### src/rtl/input_debouncer_if.sv
// Signal bundle between a raw switch/button source and its debouncer.
// Signalling: btn_in is a free-running asynchronous level with no handshake;
// level_out/toggle_out are registered levels and rise_pulse/fall_pulse are
// registered single-cycle strobes, all produced in the debouncer clock domain.
interface input_debouncer_if;
   logic btn_in;
   logic level_out;
   logic rise_pulse;
   logic fall_pulse;
   logic toggle_out;

   // Source side: drives the raw input, observes the conditioned outputs.
   modport master (
      output btn_in,
      input  level_out,
      input  rise_pulse,
      input  fall_pulse,
      input  toggle_out
   );

   // Debouncer side.
   modport slave (
      input  btn_in,
      output level_out,
      output rise_pulse,
      output fall_pulse,
      output toggle_out
   );
endinterface

### src/rtl/input_debouncer.sv
// Debouncer for one raw switch/button input.
// The raw input is brought into the clock domain through two flops; a change
// on the synchronized sample is committed to level_out only after it has
// differed from level_out for STABLE_CYCLES consecutive edges. Any sample
// that agrees with level_out clears the count, so bounce trains whose runs
// are shorter than STABLE_CYCLES never get through. Commits produce one-cycle
// rise/fall strobes, and every rising commit flips toggle_out so a button
// can act as a latched operand.
module input_debouncer #(
   parameter int unsigned STABLE_CYCLES = 1000000,
   parameter int unsigned CNT_WIDTH     = 20
) (
   input  logic               clk,
   input  logic               rst,
   input_debouncer_if.slave   bus
);

   // Terminal count: a differing sample seen while the counter holds this
   // value is the STABLE_CYCLES-th in a row and commits the new level.
   localparam logic [CNT_WIDTH-1:0] LAST_CNT = CNT_WIDTH'(STABLE_CYCLES - 1);

   logic                 r_s1;
   logic                 r_s2;
   logic [CNT_WIDTH-1:0] r_cnt;
   logic                 r_level;
   logic                 r_rise;
   logic                 r_fall;
   logic                 r_toggle;

   logic [CNT_WIDTH-1:0] w_cnt_nxt;
   logic                 w_level_nxt;
   logic                 w_rise_nxt;
   logic                 w_fall_nxt;
   logic                 w_toggle_nxt;

   // Two-flop synchronizer; only r_s2 is used by the stability logic.
   always_ff @(posedge clk) begin
      if (rst) begin
         r_s1 <= 1'b0;
         r_s2 <= 1'b0;
      end else begin
         r_s1 <= bus.btn_in;
         r_s2 <= r_s1;
      end
   end

   // Stability counter and commit decision; pulses default low every cycle.
   always_comb begin
      w_cnt_nxt    = '0;
      w_level_nxt  = r_level;
      w_rise_nxt   = 1'b0;
      w_fall_nxt   = 1'b0;
      w_toggle_nxt = r_toggle;
      if (r_s2 != r_level) begin
         if (r_cnt >= LAST_CNT) begin
            // Counter is cleared at commit, so it never wraps or saturates.
            w_cnt_nxt   = '0;
            w_level_nxt = r_s2;
            if (r_s2) begin
               w_rise_nxt   = 1'b1;
               w_toggle_nxt = ~r_toggle;
            end else begin
               w_fall_nxt   = 1'b1;
            end
         end else begin
            w_cnt_nxt = r_cnt + 1'b1;
         end
      end
   end

   // Debounce state registers; reset abandons any count in progress.
   always_ff @(posedge clk) begin
      if (rst) begin
         r_cnt    <= '0;
         r_level  <= 1'b0;
         r_rise   <= 1'b0;
         r_fall   <= 1'b0;
         r_toggle <= 1'b0;
      end else begin
         r_cnt    <= w_cnt_nxt;
         r_level  <= w_level_nxt;
         r_rise   <= w_rise_nxt;
         r_fall   <= w_fall_nxt;
         r_toggle <= w_toggle_nxt;
      end
   end

   assign bus.level_out  = r_level;
   assign bus.rise_pulse = r_rise;
   assign bus.fall_pulse = r_fall;
   assign bus.toggle_out = r_toggle;

endmodule

### src/flat_wrapper.sv
// flat-port wrapper written by rule: the top's interface ports become plain ports
module input_debouncer_flat 
#(
   parameter int unsigned STABLE_CYCLES = 1000000,
   parameter int unsigned CNT_WIDTH     = 20
)
  (clk, rst, bus_btn_in, bus_level_out, bus_rise_pulse, bus_fall_pulse, bus_toggle_out);
  input_debouncer_if bus_i ();
  input  logic clk;
  input  logic rst;
  input wire logic [$bits(bus_i.btn_in)-1:0] bus_btn_in;
  output wire logic [$bits(bus_i.level_out)-1:0] bus_level_out;
  output wire logic [$bits(bus_i.rise_pulse)-1:0] bus_rise_pulse;
  output wire logic [$bits(bus_i.fall_pulse)-1:0] bus_fall_pulse;
  output wire logic [$bits(bus_i.toggle_out)-1:0] bus_toggle_out;
  assign bus_i.btn_in = bus_btn_in;
  assign bus_level_out = bus_i.level_out;
  assign bus_rise_pulse = bus_i.rise_pulse;
  assign bus_fall_pulse = bus_i.fall_pulse;
  assign bus_toggle_out = bus_i.toggle_out;
  input_debouncer #(.STABLE_CYCLES(STABLE_CYCLES), .CNT_WIDTH(CNT_WIDTH)) u_core (.clk(clk), .rst(rst), .bus(bus_i));
endmodule
### config.mk
export PLATFORM = sky130hd
export DESIGN_NAME = input_debouncer_flat
export DESIGN_NICKNAME = d
export VERILOG_FILES = /design/src/rtl/input_debouncer_if.sv /design/src/rtl/input_debouncer.sv /design/src/flat_wrapper.sv
export SDC_FILE = /design/constraint.sdc
export NUM_CORES = 1
export LEC_CHECK = 0
export BUFFER_PORTS_ARGS = -buffer_cell sky130_fd_sc_hd__buf_2
export CAP_MARGIN = 0
export CORE_UTILIZATION = 30
export DETAILED_ROUTE_END_ITERATION = 6
export PLACE_DENSITY_LB_ADDON = 0.08
export REMOVE_ABC_BUFFERS = 1
export SLEW_MARGIN = 20
export SYNTH_ARGS = -nofsm -noshare
export SYNTH_HDL_FRONTEND = slang
export SYNTH_SLANG_ARGS = --single-unit
### constraint.sdc
create_clock -name clk -period 6 [get_ports clk]
set_clock_uncertainty 0.2 [all_clocks]
set_input_delay 0.6 -clock clk [delete_from_list [all_inputs] [get_ports clk]]
set_output_delay 0.6 -clock clk [all_outputs]
set_load 0.02 [all_outputs]
# Word level (Yosys, flattened, before mapping)
# Index checks and enable logic that the tools add are counted.
# word_totals
register_bits	26
in_bits	3
elab_cells	19
# classes
add_sub_neg	1
order_cmp	1
eq_ne	1
mux	2
bitwise_logic	3
n_reduce_logical	4
# ops
op	n
20-bit by 1-bit adder with 20-bit output (second input constant)	1
20-bit >= comparator (second input constant)	1
3-bit OR reduction	2
1-bit NOT	3
3-bit AND reduction	1
1-bit 2-to-1 mux	2
2-bit AND reduction	1
1-bit != test	1

# Depth between registers and ports, before layout
# Gate-level depths: netlist of run 1.
# logic_depth
ltp_word	3
depth_mapped	7

# Worst setup path after synthesis of run 1
# No wires, ideal clock.
# synth_path
path_type	reg-to-reg
from	register u_core.r_cnt[11]
to	register u_core.r_cnt[19]
setup_time_ps	64
arrival_ps	1667
required_ps	5736
slack_ps	4069
stages_incl_launch_ff	7
n_path_buf	1
synth_period_minus_slack_ps	1931
cell_sequence	dfxtp_1 or4_1 a211oi_2 o21ai_2 a211o_1 buf_6 nor2_1
# synth_between
elab_chain_cells	2
word_cells_on_any_way	3
classes_between	1 x add/sub; 1 x order compare; 1 x reduce/logical
# synth_rtl
item	line_no	source
start, declared	input_debouncer.sv:24	logic [CNT_WIDTH-1:0] r_cnt;
start signal, assigned	input_debouncer.sv:80	r_cnt <= w_cnt_nxt;
20-bit >= comparator	input_debouncer.sv:55	if (r_cnt >= LAST_CNT) begin
3-bit OR reduction (no source line)	--	
# Parallel ways exist; a longest one is shown, timed or not.
# A chain may end at the register's enable or synchronous reset.

# Worst setup path in the final report of run 1
# layout_path
from	register u_core.r_cnt[11]
to	register u_core.r_cnt[11]
# Same word-level chain as after synthesis.

==> results.txt, run 1 <==
outcome - completed
Congestion Overflow GR - 0
cell taking the most area after synthesis - dfxtp_1
Sw Share - 20.12%
most frequent cells in the layout - 26 x nor2_1, 26 x dfxtp_1, 9 x xor2_1
WL/cell - 10.39 um
input/output buffers - 6
post-layout util - 35.05%
r2r worst-path depth - 5
sequential share of power - 65.6%
Clock Latency Late Sink - 0.32 ns
cell internal pwr - 0.0002119 W
Reg-to-Reg Start - u_core.r_cnt[11]$_SDFF_PP0_
filler instances - 364
Switch Pwr - 0.00005337 W
CP max stage cell - or4_1
largest net degree at the start of global routing - 21
Worst Slack Setup Final - 3.765 ns
HP Class - flop to flop
Synth Instances - 119
r2r setup slk - 3.77 ns
Netlist cell types - 29
# diodes - 0
WL final - 1.787 mm
RSZ-0062 raised after global routing - false
max incr delay on CP - 0.54 ns
Layout area overhead - 8.874%
Final #Nets - 131
fmax - 447.4 MHz
die area - 3912 um^2
hold-fix buffers at CTS - 0
routed vias - 771
Post-Syn Area - 1100 um^2
reg2reg end - u_core.r_cnt[11]$_SDFF_PP0_
MaxCap Viol Count - 0
Yosys top cell area share - 47.33%
crit-path cells - or4_1 > a211oi_2 > o21ai_2 > a211o_1 > nor2_1
Total GRT Usage - 10.26%
share of the yosys chip area belonging to registers - 47.33%
CTS buffer count - 3
io pins - 7
number of enable flip-flop cells after synthesis - 0
FP Rows - 21
GP Congestion - 0.7460
CTS Root Cell - clkbuf_4
drt initial violations - 55
flop and latch count out of synthesis - 26
drt pass-1 iters - 4
DIE WIDTH - 62.55 um
core footprint - 3416 um^2
CTS Buffer Depth - 2
peak supply drop - 84.47 uV
Final Cycle Share - 37.25%
vias per inst - 4.483
dominant cells by area after synthesis - dfxtp_1 47%, nor2_1 8.9%, xor2_1 7.2%, xnor2_1 6.4%, and4_1 3.2%
Final setup viols - 0
first-pass GRT wire length - 3.160 mm
setup TNS - 0 ns
crit-path leading delay family - compound AO/OA/AOI/OAI gates
Initial Util - 32.20%
post-synthesis async set-or-reset flop share - 0%
CP bufs+invs - 0
Combinational Power Share - 1.3%
average cell area after synthesis - 9.242 um^2
Critical Path Source - u_core.r_cnt[11]$_SDFF_PP0_
post-CTS setup buffers - 0
Cell Pwr Density - 221.5 nW/um^2
hold path start - u_core.r_s1$_SDFF_PP0_
Hold Crit Depth - 1
worst slew pin tran - 0.6508 ns
Crit Path Category - flop to flop
Final Hold Slack - 0.2570 ns
HPWL after DPL - 1.270 mm
Worst Path Required - 6.06 ns
Critical Path Fanout Max - 20
leak pwr - 0.3952 nW
CTS resizes - 0
Max H-tree Level - 1
Multi-input gate area - 541.8 um^2
clk slew on worst S/H paths - 0.14 ns
Tmin final - 2.235 ns
chip height - 62.55 um
Primary FF master, synth - dfxtp_1
pre-CTS setup slack - 3.770 ns
clock share of power - 33.1%
share of cells above drive strength 1 - 10.32%
Clock Sinks - 26
ANT nets after route - 0
DRC violations left - 0
CP arrival - 2.30 ns
crit path launch type - flop
CTS tree - built
Endpoint, Worst Hold - u_core.r_s2$_SDFF_PP0_
register area - 520.5 um^2
Pins Over Slew Limit - 0
Crit. End Element - flop
initial antenna violation count - 0
vias in the first global route - 731
Max-slew headroom - 56.61%
endpoints failing hold - 0
Ys Warns - 0
-- worst max-delay path by stage --
stage | cells after the start | to | slack [ns]
2_1_floorplan | 5 | u_core.r_cnt[10]$_SDFF_PP0_ | 4.01
3_3_place_gp | 5 | u_core.r_cnt[17]$_SDFF_PP0_ | 3.79
3_5_place_dp | 5 | u_core.r_cnt[9]$_SDFF_PP0_ | 3.77
4_1_cts | 5 | u_core.r_cnt[11]$_SDFF_PP0_ | 3.73
5_1_grt | 5 | u_core.r_cnt[11]$_SDFF_PP0_ | 3.63
6_report | 5 | u_core.r_cnt[11]$_SDFF_PP0_ | 3.77
-- power by group through the flow --
stage,Combinational [W],Clock [W],Sequential [W]
floorplan,0.00000191,0,0.000178
global placement,0.00000356,0,0.000178
detailed placement,0.00000356,0,0.000178
CTS,0.00000360,0.0000944,0.000174
global route,0.00000398,0.000104,0.000174
finish,0.00000347,0.0000878,0.000174
-- worst reg2reg max path: stages (launching register included) --
cell and delay, ns:
dfxtp_1 0.38, or4_1 0.55, a211oi_2 0.24, o21ai_2 0.12, a211o_1 0.51, nor2_1 0.19
-- per-layer routing --
| metal | track usage (%) | part of all wire, % |
|---|---|---|
| met1 | 13.33 | 53 |
| met2 | 15.90 | 44 |
| met3 | 1.642 | 1.8 |
| met4 | 6.105 | 1.1 |
| met5 | 0 | 0 |
-- kinds of logic (layout without fill, tap and decap cells) --
group           Yosys count  in the layout  synth area share (%)
buf+inv                   6             13                 3.412
xor+xnor                 17             17                 13.54
compound gates            7              7                 5.234
simple gates             60             60                 27.42
mux                       2              2                 1.934
fa+ha+maj                 1              1                 1.137
flops                    26             26                 47.33
-- flip-flops by register name, summed over array words and instances (netlist names) --
register               count
u_core.r_s2                1
u_core.r_cnt              20
u_core.bus.fall_pulse      1
u_core.bus.toggle_out      1
u_core.r_s1                1
u_core.bus.rise_pulse      1
u_core.bus.level_out       1
-- synthesized netlist by cell type, types with 2 or more instances --
master and instances:
nand2_1 6, inv_1 3, dfxtp_1 26, and4_1 4, nor2b_1 4, nor3_1 3
xnor2_1 8, nand2b_1 3, xor2_1 9, buf_6 2, and3_1 2, nand4_1 4
nand3_1 4, nor2_1 26
-- cell type report --
| type | instances | area share, % |
|---|---|---|
| Multi-Input combinational cell | 87 | 45.25 |
| Sequential cell | 26 | 43.47 |
| Tap cell | 46 | 4.807 |
| Inverter | 3 | 0.9404 |
| Clock buffer | 4 | 3.030 |
| Timing Repair Buffer | 6 | 2.508 |
-- per-stage QoR --
step | instances | total power, W | instance area, um^2
floorplan | 116 | 0.0001796 | 1074
global placement | 168 | 0.0001814 | 1161
detailed placement | 168 | 0.0001814 | 1161
CTS | 172 | 0.0002721 | 1197
global route | 172 | 0.0002819 | 1197
finish | 172 | 0.0002653 | 1197
(Power assumes the default switching activity.)
==> run 2, diff against run 1 <==
==> constraint.sdc (replaced) <==
create_clock -name clk -period 2.15 [get_ports clk]
set_clock_uncertainty 0.2 [all_clocks]
set_input_delay 0.215 -clock clk [delete_from_list [all_inputs] [get_ports clk]]
set_output_delay 0.215 -clock clk [all_outputs]
set_load 0.02 [all_outputs]
==> run 2 against run 1 <==
Against the previous run: sequential power grew to 2.8 times the previous value; worst hold slack hardly changed; die area stayed put; sequential cell count stayed put; power grew to 2.8 times the previous value.
==> results.txt, run 2 (synthesis results as in run 1) <==
outcome - completed (unchanged)
Max-slew headroom - 69.31% (was 56.61%)
WL final - 1.951 mm (was 1.787 mm)
CP max stage cell - or4_1 (unchanged)
MaxCap Viol Count - 0 (unchanged)
Non-Filler Instances - 182 (was 172)
DRC violations left - 0 (unchanged)
Worst Slack Setup Final - 0.1568 ns (was 3.765 ns)
vias in the first global route - 821 (was 731)
HPWL after DPL - 1.425 mm (was 1.270 mm)
worst slew pin tran - 0.4545 ns (was 0.6508 ns)
Combinational Power Share - 2.1% (was 1.3%)
routed vias - 827 (was 771)
GP Congestion - 0.7311 (was 0.7460)
ANT nets after route - 0 (unchanged)
input/output buffers - 6 (unchanged)
peak supply drop - 213.3 uV (was 84.47 uV)
share of cells above drive strength 1 - 14.71% (was 10.32%)
Initial Util - 32.20% (unchanged)
Cell Pwr Density - 585.4 nW/um^2 (was 221.5 nW/um^2)
die area - 3912 um^2 (unchanged)
WL/cell - 10.72 um (was 10.39 um)
Total Power - 0.0007493 W (was 0.0002653 W)
Clock Sinks - 26 (unchanged)
crit path launch type - flop (unchanged)
crit-path cells - or4_1 > a211oi_2 > o21ai_2 > a211o_1 > buf_4 > nor2_1 (was or4_1 > a211oi_2 > o21ai_2 > a211o_1 > nor2_1)
pre-CTS setup slack - 0.1339 ns (was 3.770 ns)
CTS tree - built (unchanged)
Critical Path Fanout Max - 11 (was 20)
leak pwr - 0.4436 nW (was 0.3952 nW)
Final #Nets - 141 (was 131)
core footprint - 3416 um^2 (unchanged)
CTS Root Cell - clkbuf_4 (unchanged)
register area - 520.5 um^2 (unchanged)
post-CTS setup buffers - 0 (unchanged)
clock share of power - 33.1% (about the same)
most frequent cells in the layout - 26 x nor2_1, 26 x dfxtp_1, 9 x xor2_1 (unchanged)
Clock Latency Late Sink - 0.32 ns (about the same)
Crit. End Element - flop (unchanged)
Switch Pwr - 0.0001531 W (was 0.00005337 W)
fmax - 501.7 MHz (was 447.4 MHz)
drt initial violations - 40 (was 55)
Total GRT Usage - 11.90% (was 10.26%)
Crit Path Category - flop to flop (unchanged)
CTS resizes - 0 (unchanged)
largest net degree at the start of global routing - 15 (was 21)
Layout area overhead - 16.38% (was 8.874%)
DIE WIDTH - 62.55 um (unchanged)
cell internal pwr - 0.0005962 W (was 0.0002119 W)
crit-path leading delay family - simple AND/OR/NAND/NOR gates (was compound AO/OA/AOI/OAI gates)
drt pass-1 iters - 4 (unchanged)
Final Hold Slack - 0.2572 ns (was 0.2570 ns)
max incr delay on CP - 0.54 ns (about the same)
sequential share of power - 64.8% (was 65.6%)
endpoints failing hold - 0 (unchanged)
Worst Path Required - 2.21 ns (was 6.06 ns)
RSZ-0062 raised after global routing - false (unchanged)
filler instances - 376 (was 364)
FP Rows - 21 (unchanged)
Final setup viols - 0 (unchanged)
CTS Buffer Depth - 2 (unchanged)
first-pass GRT wire length - 3.643 mm (was 3.160 mm)
Congestion Overflow GR - 0 (unchanged)
Final Cycle Share - 92.71% (was 37.25%)
Pins Over Slew Limit - 0 (unchanged)
CTS buffer count - 3 (unchanged)
initial antenna violation count - 0 (unchanged)
# diodes - 0 (unchanged)
max reg flops - 20 (unchanged)
setup TNS - 0 ns (unchanged)
DP Cell Count - 175 (was 168)
Tmin final - 1.993 ns (was 2.235 ns)
clk slew on worst S/H paths - 0.14 ns (about the same)
CP bufs+invs - 1 (was 0)
io pins - 7 (unchanged)
Sw Share - 20.43% (was 20.12%)
Multi-input gate area - 541.8 um^2 (unchanged)
CP arrival - 2.06 ns (was 2.30 ns)
Most flops, register - u_core.r_cnt (unchanged)
chip height - 62.55 um (unchanged)
vias per inst - 4.544 (was 4.483)
Max H-tree Level - 1 (unchanged)
HP Class - flop to flop (unchanged)
run 2: power groups by stage:
stage,sequential [W],clock (W),combinational [W]
3_5_place_dp,0.000496,0,0.0000117
4_1_cts,0.000486,0.000264,0.0000158
3_3_place_gp,0.000496,0,0.0000113
6_report,0.000486,0.000248,0.0000155
5_1_grt,0.000487,0.000289,0.0000176
2_1_floorplan,0.000496,0,0.00000534
run 2: metal layers:
layer	vias to the layer above	routed length, um	share of wire (%)	GRT usage, %
met3	2	63	3.2	2.737
met2	11	839	43	17.53
met1	380	1026	53	16.09
li1	434	-	-	-
met4	0	21	1.1	6.105
met5	-	0	0	0
run 2: final timing paths:
kind | start | to | slack (ns) | cells past startpoint
min reg2reg | u_core.r_s1$_SDFF_PP0_ | u_core.r_s2$_SDFF_PP0_ | 0.26 | 1
max | u_core.r_cnt[11]$_SDFF_PP0_ | u_core.r_cnt[13]$_SDFF_PP0_ | 0.16 | 6
min | u_core.r_s1$_SDFF_PP0_ | u_core.r_s2$_SDFF_PP0_ | 0.26 | 1
max reg2reg | u_core.r_cnt[11]$_SDFF_PP0_ | u_core.r_cnt[13]$_SDFF_PP0_ | 0.16 | 6
run 2: metrics by stage:
step           util [%]  instance area, um^2
6_report          37.47                 1280
5_1_grt           37.47                 1280
4_1_cts           37.47                 1280
3_5_place_dp      35.53                 1214
3_3_place_gp      35.53                 1214
2_1_floorplan         -                 1074
run 2: what timing repair did:
| item | CTS | global route |
|---|---|---|
| hold buffers | 3 | 0 |
| endpoints found under the hold margin | 3 | 0 |
| endpoints found under the setup margin | 0 | 2 |
run 2: layout make-up:
class / instances / area share (%)
inverter: 3 / 0.8798
timing repair buffer: 16 / 8.798
tap: 46 / 4.497
multi-input combinational: 87 / 42.33
clock buffer: 4 / 2.835
sequential: 26 / 40.66
==> run 3, diff against run 2 <==
--- a/config.mk
+++ b/config.mk
@@ -7,9 +7,9 @@
 export LEC_CHECK = 0
 export BUFFER_PORTS_ARGS = -buffer_cell sky130_fd_sc_hd__buf_2
 export CAP_MARGIN = 0
+export CORE_MARGIN = 4
 export CORE_UTILIZATION = 30
 export DETAILED_ROUTE_END_ITERATION = 6
-export PLACE_DENSITY_LB_ADDON = 0.08
 export REMOVE_ABC_BUFFERS = 1
 export SLEW_MARGIN = 20
 export SYNTH_ARGS = -nofsm -noshare
==> run 3 against run 2 <==
Against the previous run: worst hold slack got worse by 0.0075 ns; sequential share of layout area fell by 0.12 points; largest cell class unchanged; power rose by 8.0%; sequential cell count unchanged; via count decreased by 0.97%; non-clock buffer count fell by 2; clock-buffer cell count unchanged; clock power rose by 25%; maximum frequency increased by 0.66%; die area is 20% higher.
==> results.txt, run 3 (synthesis results as in run 1) <==
outcome - completed (unchanged)
HPWL after DPL - 1.426 mm (was 1.425 mm)
cell internal pwr - 0.0006553 W (was 0.0005962 W)
CTS tree - built (unchanged)
crit path launch type - flop (unchanged)
GP Congestion - 0.7560 (was 0.7311)
WL final - 1.909 mm (was 1.951 mm)
Final Cycle Share - 92.10% (was 92.71%)
DIE WIDTH - 68.55 um (was 62.55 um)
Tmin final - 1.980 ns (was 1.993 ns)
Sw Share - 19.03% (was 20.43%)
Clock Latency Late Sink - 0.27 ns (was 0.32 ns)
Crit Path Category - flop to flop (unchanged)
Switch Pwr - 0.0001541 W (was 0.0001531 W)
Total GRT Usage - 9.820% (was 11.90%)
total length of routed met3 wires - 33 um (was 63 um)
ANT nets after route - 0 (unchanged)
Worst Path Required - 2.16 ns (was 2.21 ns)
register area - 520.5 um^2 (unchanged)
core footprint - 3442 um^2 (was 3416 um^2)
pre-CTS setup slack - 0.1192 ns (was 0.1339 ns)
initial antenna violation count - 0 (unchanged)
peak supply drop - 208.0 uV (was 213.3 uV)
Cell Pwr Density - 630.5 nW/um^2 (was 585.4 nW/um^2)
post-CTS setup buffers - 0 (unchanged)
most frequent cells in the layout - 26 x nor2_1, 26 x dfxtp_1, 9 x xor2_1 (unchanged)
Final #Nets - 139 (was 141)
vias in the first global route - 771 (was 821)
Combinational Power Share - 1.9% (was 2.1%)
Worst Slack Setup Final - 0.1698 ns (was 0.1568 ns)
filler instances - 370 (was 376)
Final setup viols - 0 (unchanged)
HP Class - flop to flop (unchanged)
endpoints failing hold - 0 (unchanged)
RSZ-0062 raised after global routing - false (unchanged)
DRC violations left - 0 (unchanged)
CTS Root Cell - clkbuf_8 (was clkbuf_4)
routed vias - 819 (was 827)
largest net degree at the start of global routing - 15 (unchanged)
clock share of power - 38.2% (was 33.1%)
WL/cell - 10.61 um (was 10.72 um)
DP Cell Count - 173 (was 175)
share of cells above drive strength 1 - 13.43% (was 14.71%)
Total Power - 0.0008094 W (was 0.0007493 W)
Max-slew headroom - 68.67% (was 69.31%)
Initial Util - 31.95% (was 32.20%)
fmax - 505.0 MHz (was 501.7 MHz)
highest routed layer - met4 (unchanged)
drt pass-1 iters - 4 (unchanged)
Layout area overhead - 16.72% (was 16.38%)
worst slew pin tran - 0.4641 ns (was 0.4545 ns)
FP Rows - 21 (unchanged)
Congestion Overflow GR - 0 (unchanged)
CTS buffer count - 3 (unchanged)
Most flops, register - u_core.r_cnt (unchanged)
vias per inst - 4.550 (was 4.544)
Pins Over Slew Limit - 0 (unchanged)
Critical Path Fanout Max - 11 (unchanged)
MaxCap Viol Count - 0 (unchanged)
first-pass GRT wire length - 3.429 mm (was 3.643 mm)
clk slew on worst S/H paths - 0.09 ns (was 0.14 ns)
setup TNS - 0 ns (unchanged)
sequential share of power - 59.9% (was 64.8%)
met2 routed WL - 862 um (was 839 um)
Multi-input gate area - 541.8 um^2 (unchanged)
die area - 4698 um^2 (was 3912 um^2)
input/output buffers - 6 (unchanged)
CTS Buffer Depth - 2 (unchanged)
Non-Filler Instances - 180 (was 182)
drt initial violations - 34 (was 40)
Max H-tree Level - 1 (unchanged)
leak pwr - 0.4405 nW (was 0.4436 nW)
CP arrival - 1.99 ns (was 2.06 ns)
Crit. End Element - flop (unchanged)
max reg flops - 20 (unchanged)
chip height - 68.55 um (was 62.55 um)
io pins - 7 (unchanged)
M1 WL - 963 um (was 1.026 mm)
Clock Sinks - 26 (unchanged)
# diodes - 0 (unchanged)
-- run 3: cell count changes in the layout (fill, tap and decap cells not counted) --
cell | previous run | this run
clkbuf_8 | 1 | 4
buf_4 | 7 | 5
clkbuf_4 | 3 | 0
-- run 3: worst max-delay path: stages, from the launching register on --
cell,delay [ns]
dfxtp_1,0.32
or4_1,0.53
a211oi_2,0.19
o21ai_2,0.13
a211o_1,0.27
buf_4,0.18
nor2_1,0.11
-- run 3: per-stage QoR --
stage / area [um^2] / util, % / hold slack [ns]
floorplan: 1074 / - / 0.08661
global placement: 1199 / 34.82 / 0.2181
detailed placement: 1199 / 34.82 / 0.2302
CTS: 1284 / 37.30 / 0.2579
global route: 1284 / 37.30 / 0.2698
finish: 1284 / 37.30 / 0.2497
-- run 3: power groups by stage --
| stage | logic, W | registers [W] | clock network, W |
|---|---|---|---|
| 2_1_floorplan | 0.00000534 | 0.000496 | 0 |
| 3_3_place_gp | 0.0000109 | 0.000496 | 0 |
| 3_5_place_dp | 0.0000113 | 0.000496 | 0 |
| 4_1_cts | 0.0000154 | 0.000485 | 0.000321 |
| 5_1_grt | 0.0000170 | 0.000485 | 0.000341 |
| 6_report | 0.0000152 | 0.000485 | 0.000309 |
-- run 3: area by class of cell --
type	count	share of cell area, %
Sequential cell	26	40.55
Inverter	3	0.8772
Timing Repair Buffer	14	7.602
Multi-Input combinational cell	87	42.20
Tap cell	46	4.483
Clock buffer	4	4.289
-- run 3: timing repair --
| item | in CTS | in global routing |
|---|---|---|
| hold buffers | 3 | 0 |
| endpoints found under the setup margin | 0 | 14 |
| gates resized for setup | 0 | 0 |
| hold endpoints to repair | 3 | 0 |
-- run 3: worst paths after layout --
kind,slack [ns],endpoint,startpoint,depth (start not counted)
worst max register to register,0.17,u_core.r_cnt[16]$_SDFF_PP0_,u_core.r_cnt[11]$_SDFF_PP0_,6
worst min-delay path,0.25,u_core.r_s2$_SDFF_PP0_,u_core.r_s1$_SDFF_PP0_,1
worst min register to register,0.25,u_core.r_s2$_SDFF_PP0_,u_core.r_s1$_SDFF_PP0_,1
worst max-delay path,0.17,u_core.r_cnt[16]$_SDFF_PP0_,u_core.r_cnt[11]$_SDFF_PP0_,6
-- run 3: per-layer routing --
metal | vias up | global-route usage [%]
met5 | - | 0
met4 | 0 | 5.707
met3 | 4 | 2.431
met2 | 7 | 15.26
met1 | 378 | 12.25
li1 | 430 | -
